===== src/rtl/pipeline_mem_stage.sv =====
// MEM stage of the 5-stage pipe: drives the data-memory req/gnt/rvalid bus, aligns load data,
// picks the write-back value and registers it into the MEM/WB boundary.
module pipeline_mem_stage #(
  parameter int unsigned RESP_TIMEOUT = 255
) (
  input  logic        clk,
  input  logic        reset,
  input  logic [31:0] alu_result_e_i,
  input  logic [31:0] rs2_e_i,
  input  logic [3:0]  dmem_type_e_i,
  input  logic [31:0] extended_imm_e_i,
  input  logic [31:0] pc_plus4_e_i,
  input  logic        reg_write_en_e_i,
  input  logic [4:0]  rd_idx_e_i,
  input  logic [4:0]  result_src_e_i,
  input  logic        instr_illegal_e_i,
  input  logic [31:0] CSR_data_e_i,
  input  logic        flush_m_i,
  input  logic        st_m_i,
  output logic        dmem_req_o,
  output logic        dmem_we_o,
  output logic [31:0] dmem_addr_o,
  output logic [3:0]  dmem_be_o,
  output logic [31:0] dmem_wdata_o,
  input  logic        dmem_gnt_i,
  input  logic        dmem_rvalid_i,
  input  logic [31:0] dmem_rdata_i,
  output logic        busy_m_o,
  output logic [31:0] bypass_m_o,
  output logic [31:0] result_m_o,
  output logic        reg_write_en_m_o,
  output logic [4:0]  rd_idx_m_o,
  output logic        instr_illegal_m_o,
  output logic        misaligned_m_o,
  output logic        bus_err_m_o
);
  typedef enum logic [1:0] {IDLE, REQ, RESP} state_e;

  localparam logic [3:0] T_LB = 4'b0001, T_LH = 4'b0010, T_LW = 4'b0011, T_LBU = 4'b0100,
                         T_LHU = 4'b0101, T_SB = 4'b1000, T_SH = 4'b1001, T_SW = 4'b1010;

  state_e      state_q, state_d;
  logic [7:0]  cnt_q, cnt_d;
  logic [31:0] addr_q, addr_d, wdata_q, wdata_d;
  logic [3:0]  be_q, be_d, type_q, type_d;
  logic [1:0]  off_q, off_d;
  logic        we_q, we_d, kill_q, kill_d;
  logic [31:0] result_q, result_d;
  logic        rwe_q, rwe_d, ill_q, ill_d, mis_q, mis_d, berr_q, berr_d;
  logic [4:0]  rd_q, rd_d;

  logic        is_load, is_store, sz_b, sz_h, sz_w, mis, go;
  logic [1:0]  off;
  logic [3:0]  be_c;
  logic [31:0] wdata_c, load_ext;
  logic [7:0]  lb;
  logic [15:0] lh;
  logic        load_done, timeout, busy, kill, upd;

  assign off = alu_result_e_i[1:0];

  always_comb begin
    is_load  = 1'b0;
    is_store = 1'b0;
    sz_b     = 1'b0;
    sz_h     = 1'b0;
    sz_w     = 1'b0;
    case (dmem_type_e_i)
      T_LB, T_LBU: begin is_load = 1'b1;  sz_b = 1'b1; end
      T_LH, T_LHU: begin is_load = 1'b1;  sz_h = 1'b1; end
      T_LW:        begin is_load = 1'b1;  sz_w = 1'b1; end
      T_SB:        begin is_store = 1'b1; sz_b = 1'b1; end
      T_SH:        begin is_store = 1'b1; sz_h = 1'b1; end
      T_SW:        begin is_store = 1'b1; sz_w = 1'b1; end
      default: ;
    endcase
    mis = (is_load | is_store) & ((sz_h & off[0]) | (sz_w & (off != 2'b00)));
    go  = (state_q == IDLE) & (is_load | is_store) & ~mis & ~flush_m_i;
    be_c    = sz_w ? 4'b1111 : sz_h ? (4'b0011 << {off[1], 1'b0}) : (4'b0001 << off);
    wdata_c = sz_w ? rs2_e_i : sz_h ? {2{rs2_e_i[15:0]}} : {4{rs2_e_i[7:0]}};
  end

  // Extraction uses the type/offset captured at issue, not the (possibly changing) EXE inputs.
  always_comb begin
    case (off_q)
      2'd0:    lb = dmem_rdata_i[7:0];
      2'd1:    lb = dmem_rdata_i[15:8];
      2'd2:    lb = dmem_rdata_i[23:16];
      default: lb = dmem_rdata_i[31:24];
    endcase
    lh = off_q[1] ? dmem_rdata_i[31:16] : dmem_rdata_i[15:0];
    case (type_q)
      T_LB:    load_ext = {{24{lb[7]}}, lb};
      T_LBU:   load_ext = {24'd0, lb};
      T_LH:    load_ext = {{16{lh[15]}}, lh};
      T_LHU:   load_ext = {16'd0, lh};
      default: load_ext = dmem_rdata_i;
    endcase
  end

  always_comb begin
    state_d   = state_q;
    cnt_d     = cnt_q;
    addr_d    = addr_q;
    wdata_d   = wdata_q;
    be_d      = be_q;
    type_d    = type_q;
    off_d     = off_q;
    we_d      = we_q;
    kill_d    = kill_q;
    load_done = 1'b0;
    timeout   = 1'b0;
    busy      = 1'b0;
    case (state_q)
      IDLE: begin
        kill_d = 1'b0;
        if (go) begin
          addr_d  = {alu_result_e_i[31:2], 2'b00};
          wdata_d = wdata_c;
          be_d    = be_c;
          type_d  = dmem_type_e_i;
          off_d   = off;
          we_d    = is_store;
          cnt_d   = 8'd0;
          busy    = is_load | ~dmem_gnt_i;
          if (dmem_gnt_i) state_d = is_load ? RESP : IDLE;
          else            state_d = REQ;
        end
      end
      REQ: begin
        kill_d = kill_q | flush_m_i;
        cnt_d  = 8'd0;
        busy   = ~we_q | ~dmem_gnt_i;
        if (dmem_gnt_i) state_d = we_q ? IDLE : RESP;
      end
      RESP: begin
        kill_d = kill_q | flush_m_i;
        if (dmem_rvalid_i) begin
          state_d   = IDLE;
          load_done = 1'b1;
        end else if (cnt_q == 8'(RESP_TIMEOUT)) begin
          state_d = IDLE;
          timeout = 1'b1;
        end else begin
          cnt_d = cnt_q + 8'd1;
          busy  = 1'b1;
        end
      end
      default: state_d = IDLE;
    endcase
  end

  assign kill = flush_m_i | ((state_q != IDLE) & kill_q);
  assign upd  = ~busy & ~st_m_i;

  always_comb begin
    bypass_m_o = ({32{result_src_e_i[0]}} & alu_result_e_i)
               | ({32{result_src_e_i[1]}} & extended_imm_e_i)
               | ({32{result_src_e_i[3]}} & pc_plus4_e_i)
               | ({32{result_src_e_i[4]}} & CSR_data_e_i);
    result_d = result_q;
    rwe_d    = rwe_q;
    rd_d     = rd_q;
    ill_d    = ill_q;
    mis_d    = mis_q;
    berr_d   = berr_q;
    if (upd) begin
      result_d = bypass_m_o | ({32{result_src_e_i[2] & load_done}} & load_ext);
      rwe_d    = ~kill & reg_write_en_e_i & ~timeout & ~((state_q == IDLE) & mis);
      rd_d     = kill ? 5'd0 : rd_idx_e_i;
      ill_d    = ~kill & instr_illegal_e_i;
      mis_d    = ~kill & (state_q == IDLE) & mis;
      berr_d   = ~kill & timeout;
    end
  end

  always_ff @(posedge clk) begin
    if (reset) begin
      state_q  <= IDLE;
      cnt_q    <= 8'd0;
      addr_q   <= 32'd0;
      wdata_q  <= 32'd0;
      be_q     <= 4'd0;
      type_q   <= 4'd0;
      off_q    <= 2'd0;
      we_q     <= 1'b0;
      kill_q   <= 1'b0;
      result_q <= 32'd0;
      rwe_q    <= 1'b0;
      rd_q     <= 5'd0;
      ill_q    <= 1'b0;
      mis_q    <= 1'b0;
      berr_q   <= 1'b0;
    end else begin
      state_q  <= state_d;
      cnt_q    <= cnt_d;
      addr_q   <= addr_d;
      wdata_q  <= wdata_d;
      be_q     <= be_d;
      type_q   <= type_d;
      off_q    <= off_d;
      we_q     <= we_d;
      kill_q   <= kill_d;
      result_q <= result_d;
      rwe_q    <= rwe_d;
      rd_q     <= rd_d;
      ill_q    <= ill_d;
      mis_q    <= mis_d;
      berr_q   <= berr_d;
    end
  end

  // Request is combinational from IDLE so a granted access costs no extra cycle.
  assign dmem_req_o   = ~reset & (go | (state_q == REQ));
  assign dmem_we_o    = (state_q == IDLE) ? is_store : we_q;
  assign dmem_addr_o  = (state_q == IDLE) ? {alu_result_e_i[31:2], 2'b00} : addr_q;
  assign dmem_be_o    = (state_q == IDLE) ? be_c : be_q;
  assign dmem_wdata_o = (state_q == IDLE) ? wdata_c : wdata_q;

  assign busy_m_o          = busy;
  assign result_m_o        = result_q;
  assign reg_write_en_m_o  = rwe_q;
  assign rd_idx_m_o        = rd_q;
  assign instr_illegal_m_o = ill_q;
  assign misaligned_m_o    = mis_q;
  assign bus_err_m_o       = berr_q;
endmodule


===== config.mk =====
export PLATFORM = sky130hd
export DESIGN_NAME = pipeline_mem_stage
export DESIGN_NICKNAME = d
export VERILOG_FILES = /design/src/rtl/pipeline_mem_stage.sv
export SDC_FILE = /design/constraint.sdc
export NUM_CORES = 1
export LEC_CHECK = 0
export CORE_AREA = 4 4 169 130
export CTS_BUF_LIST = sky130_fd_sc_hd__clkbuf_2
export DETAILED_ROUTE_END_ITERATION = 8
export DIE_AREA = 0 0 173 134
export PLACE_DENSITY = 0.8
export REMOVE_ABC_BUFFERS = 1
export SLEW_MARGIN = 20
export SYNTH_ARGS = -nofsm -noshare
export SYNTH_HDL_FRONTEND = slang
export SYNTH_SLANG_ARGS = --single-unit
export TNS_END_PERCENT = 5

===== constraint.sdc =====
create_clock -name clk -period 2.3 [get_ports clk]
set_clock_uncertainty 0.05 [all_clocks]
set_input_delay 0.23 -clock clk [delete_from_list [all_inputs] [get_ports clk]]
set_output_delay 0.23 -clock clk [all_outputs]
set_load 0.01 [all_outputs]

Yosys cells after proc, flatten, opt, wreduce, memory -nomap -nowiden --
Index checks and enable logic that the tools add are counted.
Word-level totals: flip-flop bits (word level) 125, logic and storage cells 136, input port bits 214, output and inout bits 144, RAM bits 0, bits in read-only memories 0, memories 0, bits in latches 0
Cells by class: eq/ne operators 22, div/mod/pow operators 0, shifts and indexed selects 2, reductions and logical operators 14, add/sub/neg operators 1, bitwise logic cells 44, $mul 0, muxes and demuxes 38, magnitude comparators 0
Operators by type and width (number):
- $and A32 B32 Y32 | 5
- $mux W32 | 4
- $or A32 B32 Y32 | 4
- $pmux W32 S4 | 1
- $pmux W8 S3 | 2
- $mux W8 | 3
- $and A1 B1 Y1 | 18
- $eq A4 B3 Y1 const B | 4
- $mux W16 | 1
- $mux W2 | 7
- $mux W1 | 13
- $eq A4 B2 Y1 const B | 3
- $eq A4 B4 Y1 const B | 3
- $mux W4 | 3
- $not A1 Y1 | 10
- $add A8 B1 Y8 const B | 1
- $eq A4 B1 Y1 const B | 2
- $eq A8 B8 Y1 const B | 1
- $ne A2 B2 Y1 const B | 4
- $or A1 B1 Y1 | 7
- $pmux W2 S3 | 1
- $reduce_bool A2 Y1 | 3
- $reduce_or A3 Y1 | 2
- $mux W5 | 1
- 14 further kinds | 18

Longest topological paths before layout --
word-level depth 13, depth in mapped cells 10, depth with buffers taken out 7

Worst setup path after synthesis --
No wires, ideal clock.
kind reg-to-reg, start reg state_q[0], end reg result_q[29], in the netlist result_m_o[29], stages on the path, launching flop included 10, buffers on the path 2, data required time 2.163 ns, arrival 2.046 ns, setup slack 0.117 ns, clock period less this slack 2.183 ns, setup time 0.087 ns, path through dfxtp_1 > inv_1 > ha_1 > buf_2 > nor2b_1 > a21boi_2 > a211oi_4 > buf_2 > a211oi_1 > a211oi_1
On the way: longest elaborated chain between the ends 8, elaborated cells between the ends (all ways) 14, those cells by class 2 x eq/ne; 3 x mux; 8 x bitwise; 1 x reduce/logical
RTL lines:
- start, declared | RTL line 42 | state_e state_q, state_d;
- start signal, assigned | RTL line 195 | state_q <= state_d;
- $logic_not A2 Y1 | RTL line 78, 114
- $and A1 B1 Y1 (3 in series) | RTL line 78 | go = (state_q == IDLE) & (is_load | is_store) & ~mis & ~flush_m_i;
- $mux W1 | RTL line 117 | if (go) begin
- $pmux W1 S3 | RTL line 114 | case (state_q)
- $not A1 Y1 | RTL line 154 | assign upd = ~busy & ~st_m_i;
- $and A1 B1 Y1 | RTL line 154
- end signal, assigned | RTL line 204 | result_q <= result_d;
- end, declared | RTL line 48 | logic [31:0] result_q, result_d;
Parallel ways exist; a longest one is shown, timed or not. A chain may end at the register's enable or synchronous reset.

Final worst setup path --
start reg state_q[1], end out dmem_wdata_o[25]
On the way: longest elaborated chain between the ends 2
RTL lines:
- $logic_not A2 Y1 | RTL line 218 | assign dmem_wdata_o = (state_q == IDLE) ? wdata_c : wdata_q;
- $mux W32 | RTL line 218
- end, declared | RTL line 24 | output logic [31:0] dmem_wdata_o,
No other way between the ends.

==> results.py <==
metrics = {
    "sta": {
        "rsz0062_at_grt": "yes",
        "fin_crit_ns": 2.55,
        "tightest_slew_ns": 0.917,
        "setup_viol": 71,
        "setup_tns_ns": -9.62,
        "max_freq_ghz": 0.393,
        "setup_ws_ns": -0.247,
        "relSlewSlack_pct": 38.6,
        "hold_violations": 0,
        "period_share_pct": 111,
        "drv_slew": 0,
    },
    "clocking": {
        "cts.root.buffer_cell": "clkbuf_2",
        "cts_tree": "built",
        "clk-insertion-delay-late_ns": 0.72,
        "cts_made_buffers": 17,
        "htreeDepth": 4,
        "clockBufferDepth": 2,
        "clkTransAtPathRegs_ns": 0.23,
        "cts.sinks": 125,
    },
    "final_layout": {
        "regArea_um2": 2500,
        "multi_input_area_um2": 5510,
        "nets": 1674,
        "finalCoreUtilization_pct": 69.5,
        "syn2layout_area_growth_pct": 74.2,
        "final_area_um2": 14000,
        "drive_gt1_share_pct": 27.6,
        "fillerInstances": 1545,
    },
    "yosys": {
        "synth_cell_types": 72,
        "synthFlopType": "dfxtp_1",
        "ys_ff_latch": 125,
        "synth-warning-count": 0,
        "synth_area_leader_cell": "dfxtp_1",
        "synth_edf_count": 0,
        "synth_top_area_share_pct": 31.1,
        "synth_area_leaders": "dfxtp_1 (31%), nand2_1 (7.2%), a22oi_1 (6.0%)",
        "syn_avg_cell_area_um2": 8.08,
        "netlist_area_um2": 8040,
        "synthCells": 995,
        "ys_async_sr_fraction_pct": 0,
        "ys_seq_area_share_pct": 31.1,
    },
    "critical_path": {
        "cp-start-kind": "register",
        "r2r_slack_ns": -0.05,
        "critPathMaxStageDelay_ns": 0.38,
        "cp_cell_sequence": "inv_2 -> ha_4 -> buf_12 -> buf_12 -> buf_16 -> buf_6 -> inv_4 -> buf_12 -> o2bb2ai_4 -> buf_6",
        "critPathCaptureType": "output pin",
        "rr_startpoint": "state_q[1]",
        "arrival_ns": 2.27,
        "crit_path_top_delay_cell": "dfxtp_2",
        "crit_top_cell": "buf_12",
        "critPathBufInv": 8,
        "r2r_cells": 13,
        "crit_required_ns": 2.02,
        "timing.rr.end": "state_q[1]",
        "crit_type": "register to output pin",
        "cp_top_family": "buffers and inverters",
        "worstPathMaxFanout": 8,
    },
    "floorplanning": {
        "initial_core_util_pct": 39.9,
        "die_h_um": 134,
        "boundaryPins": 358,
        "row_count": 45,
        "die_area_um2": 23200,
        "core-area_um2": 20200,
        "fp.dieW_um": 173,
    },
    "global_route": {
        "grt_max_degree": 70,
        "grt_pass1_vias": 9925,
        "track_usage_pct": 31.0,
        "grt_overflow": 0,
        "grt_antenna_before_repair": 3,
        "grt_pass1_wl_um": 57000,
    },
    "worst_hold_path": {
        "min_to": "wdata_q[28]",
        "hold_path_startpoint": "rs2_e_i[28]",
        "holdPathStages": 3,
        "hp-class": "input pin to register",
    },
    "drt": {
        "drc": 0,
        "wire_per_inst_um": 22.4,
        "drtAntennaViolNets": 0,
        "wl_um": 38700,
        "via_per_inst": 5.93,
        "num_vias": 10200,
        "dr.pass1.iters": 7,
        "dr.first_iter.drc_count": 1165,
    },
    "power_and_ir_drop": {
        "vdd_drop_max_mv": 0.479,
        "p_per_area_nw_per_um2": 757,
        "p_leak_nw": 5.64,
    },
    "placed_design": {
        "pre_cts_ws_ns": -0.542,
        "hpwl_um": 27400,
        "placed_cell_area_um2": 12600,
        "gp_congestion": 1.04,
        "io_buffers": 355,
    },
    "outcome": {
        "status": "complete, but fails checks",
        "failed_checks": "setup timing",
    },
    "job": {
        "max-cap-violations": 0,
    },
}
## layout make-up
cell class,count,share of cell area [%]
Antenna cell,3,0.0536
Clock buffer,17,0.607
Clock inverter,14,1.05
Inverter,33,0.902
Multi-Input combinational cell,751,39.4
Sequential cell,125,17.9
Tap cell,258,2.30
Timing Repair Buffer,526,37.9
## synth_stat cells (all sizes together), types with 4 or more instances
cell	n
nand2	155
dfxtp	125
a21oi	92
nor2	84
a22oi	64
a211oi	61
clkbuf	45
buf	42
mux2	42
inv	33
a221oi	25
nand3	25
mux2i	22
o21ai	22
nor3	14
a31oi	13
o41ai	11
nor2b	10
mux4	8
o22a	8
o2bb2ai	8
a21o	6
ha	6
a41oi	5
and3	5
and4	5
or3	5
o211ai	4
o31ai	4
or4	4
## worst min-delay path, delay by kind of cell
family / cells / cell delay, ns
AO/OA/AOI/OAI: 1 / 0.06
AND/OR/NAND/NOR: 1 / 0.11
buffers and inverters: 1 / 0.42
## layer usage
layer | up-vias | wire length [um] | global-route usage (%)
li1 | 4628 | - | -
met1 | 4891 | 15600 | 40.5
met2 | 625 | 17900 | 49.4
met4 | 0 | 1280 | 10.6
met3 | 100 | 3930 | 9.24
met5 | - | 0 | 0
## registers in the layout (all words and copies together) (netlist names), 2 cells and up
name	cells
result_m_o	32
wdata_q	32
addr_q	30
cnt_q	8
rd_idx_m_o	5
be_q	4
type_q	4
off_q	2
state_q	2
## cell usage in the layout (no fill, tap or decap), types with 6 or more instances in the layout
master,netlist,final
nor2_1,84,68
buf_12,0,24
mux2i_1,22,18
inv_1,33,30
o21ai_0,17,15
a211oi_1,41,37
a21oi_2,0,13
buf_16,0,8
clkdlybuf4s50_1,0,279
mux4_2,8,8
buf_6,7,46
a21o_1,6,6
a221oi_1,25,24
buf_2,21,31
nand3_1,25,24
nor3_1,13,13
mux2_2,42,10
clkbuf_2,0,17
buf_4,6,110
clkinvlp_4,0,7
dlygate4sd3_1,0,20
o22a_1,8,8
dfxtp_1,125,123
mux2_4,0,32
nor2_2,0,8
a22oi_1,64,64
a211oi_2,19,23
a21oi_1,90,75
nand2_1,154,153
nor2_4,0,8
o41ai_1,10,8
a31oi_1,12,12
nor2b_1,10,7
## where the power goes
| part | internal [W] | switching (W) |
|---|---|---|
| clock | 0.000487 | 0.000954 |
| combinational | 0.00345 | 0.00310 |
| sequential | 0.00244 | 0.000180 |
| total | 0.00638 | 0.00423 |
## cells by family after synthesis
logic type	after synthesis	share of synthesized area (%)
AO/OA/AOI/OAI	338	31.3
flip-flops	125	31.1
adder cells (fa/ha/maj)	6	0.933
AND/OR/NAND/NOR	331	18.6
other	1	0.0466
multiplexers	72	10.9
XOR/XNOR	2	0.218
buffers and inverters	120	6.86
## how the worst max path moves through the flow
stage | cells after the start | end | startpoint | slack, ns
2_1_floorplan | 7 | dmem_req_o | state_q[0] | -2.86
3_3_place_gp | 8 | dmem_req_o | dmem_type_e_i[3] | -0.47
3_5_place_dp | 8 | dmem_wdata_o[25] | dmem_type_e_i[0] | -0.54
4_1_cts | 7 | dmem_addr_o[17] | state_q[0] | -0.31
5_1_grt | 8 | busy_m_o | state_q[1] | -0.36
6_report | 10 | dmem_wdata_o[25] | state_q[1] | -0.25
## stage by stage
step | hold WS, ns | std cells | power (W)
after floorplan | 0.245 | 909 | 0.00481
after CTS | 0.0000187 | 1708 | 0.0100
final | 0.0621 | 1727 | 0.0106
after global placement | 0.390 | 1642 | 0.00753
after detailed placement | 0.398 | 1642 | 0.00760
after global routing | 0.00243 | 1727 | 0.0111
## repair_timing
item | 4_1_cts | 5_1_grt
hold endpoints to repair | 37 | 4
cloned | 7 | 1
endpoints found under the setup margin | 127 | 125
pin swaps | 5 | 23
buffers inserted | 12 | 12
hold buffers | 16 | 4
gates resized for setup | 374 | 93
Power figures use the tool's default switching activity.
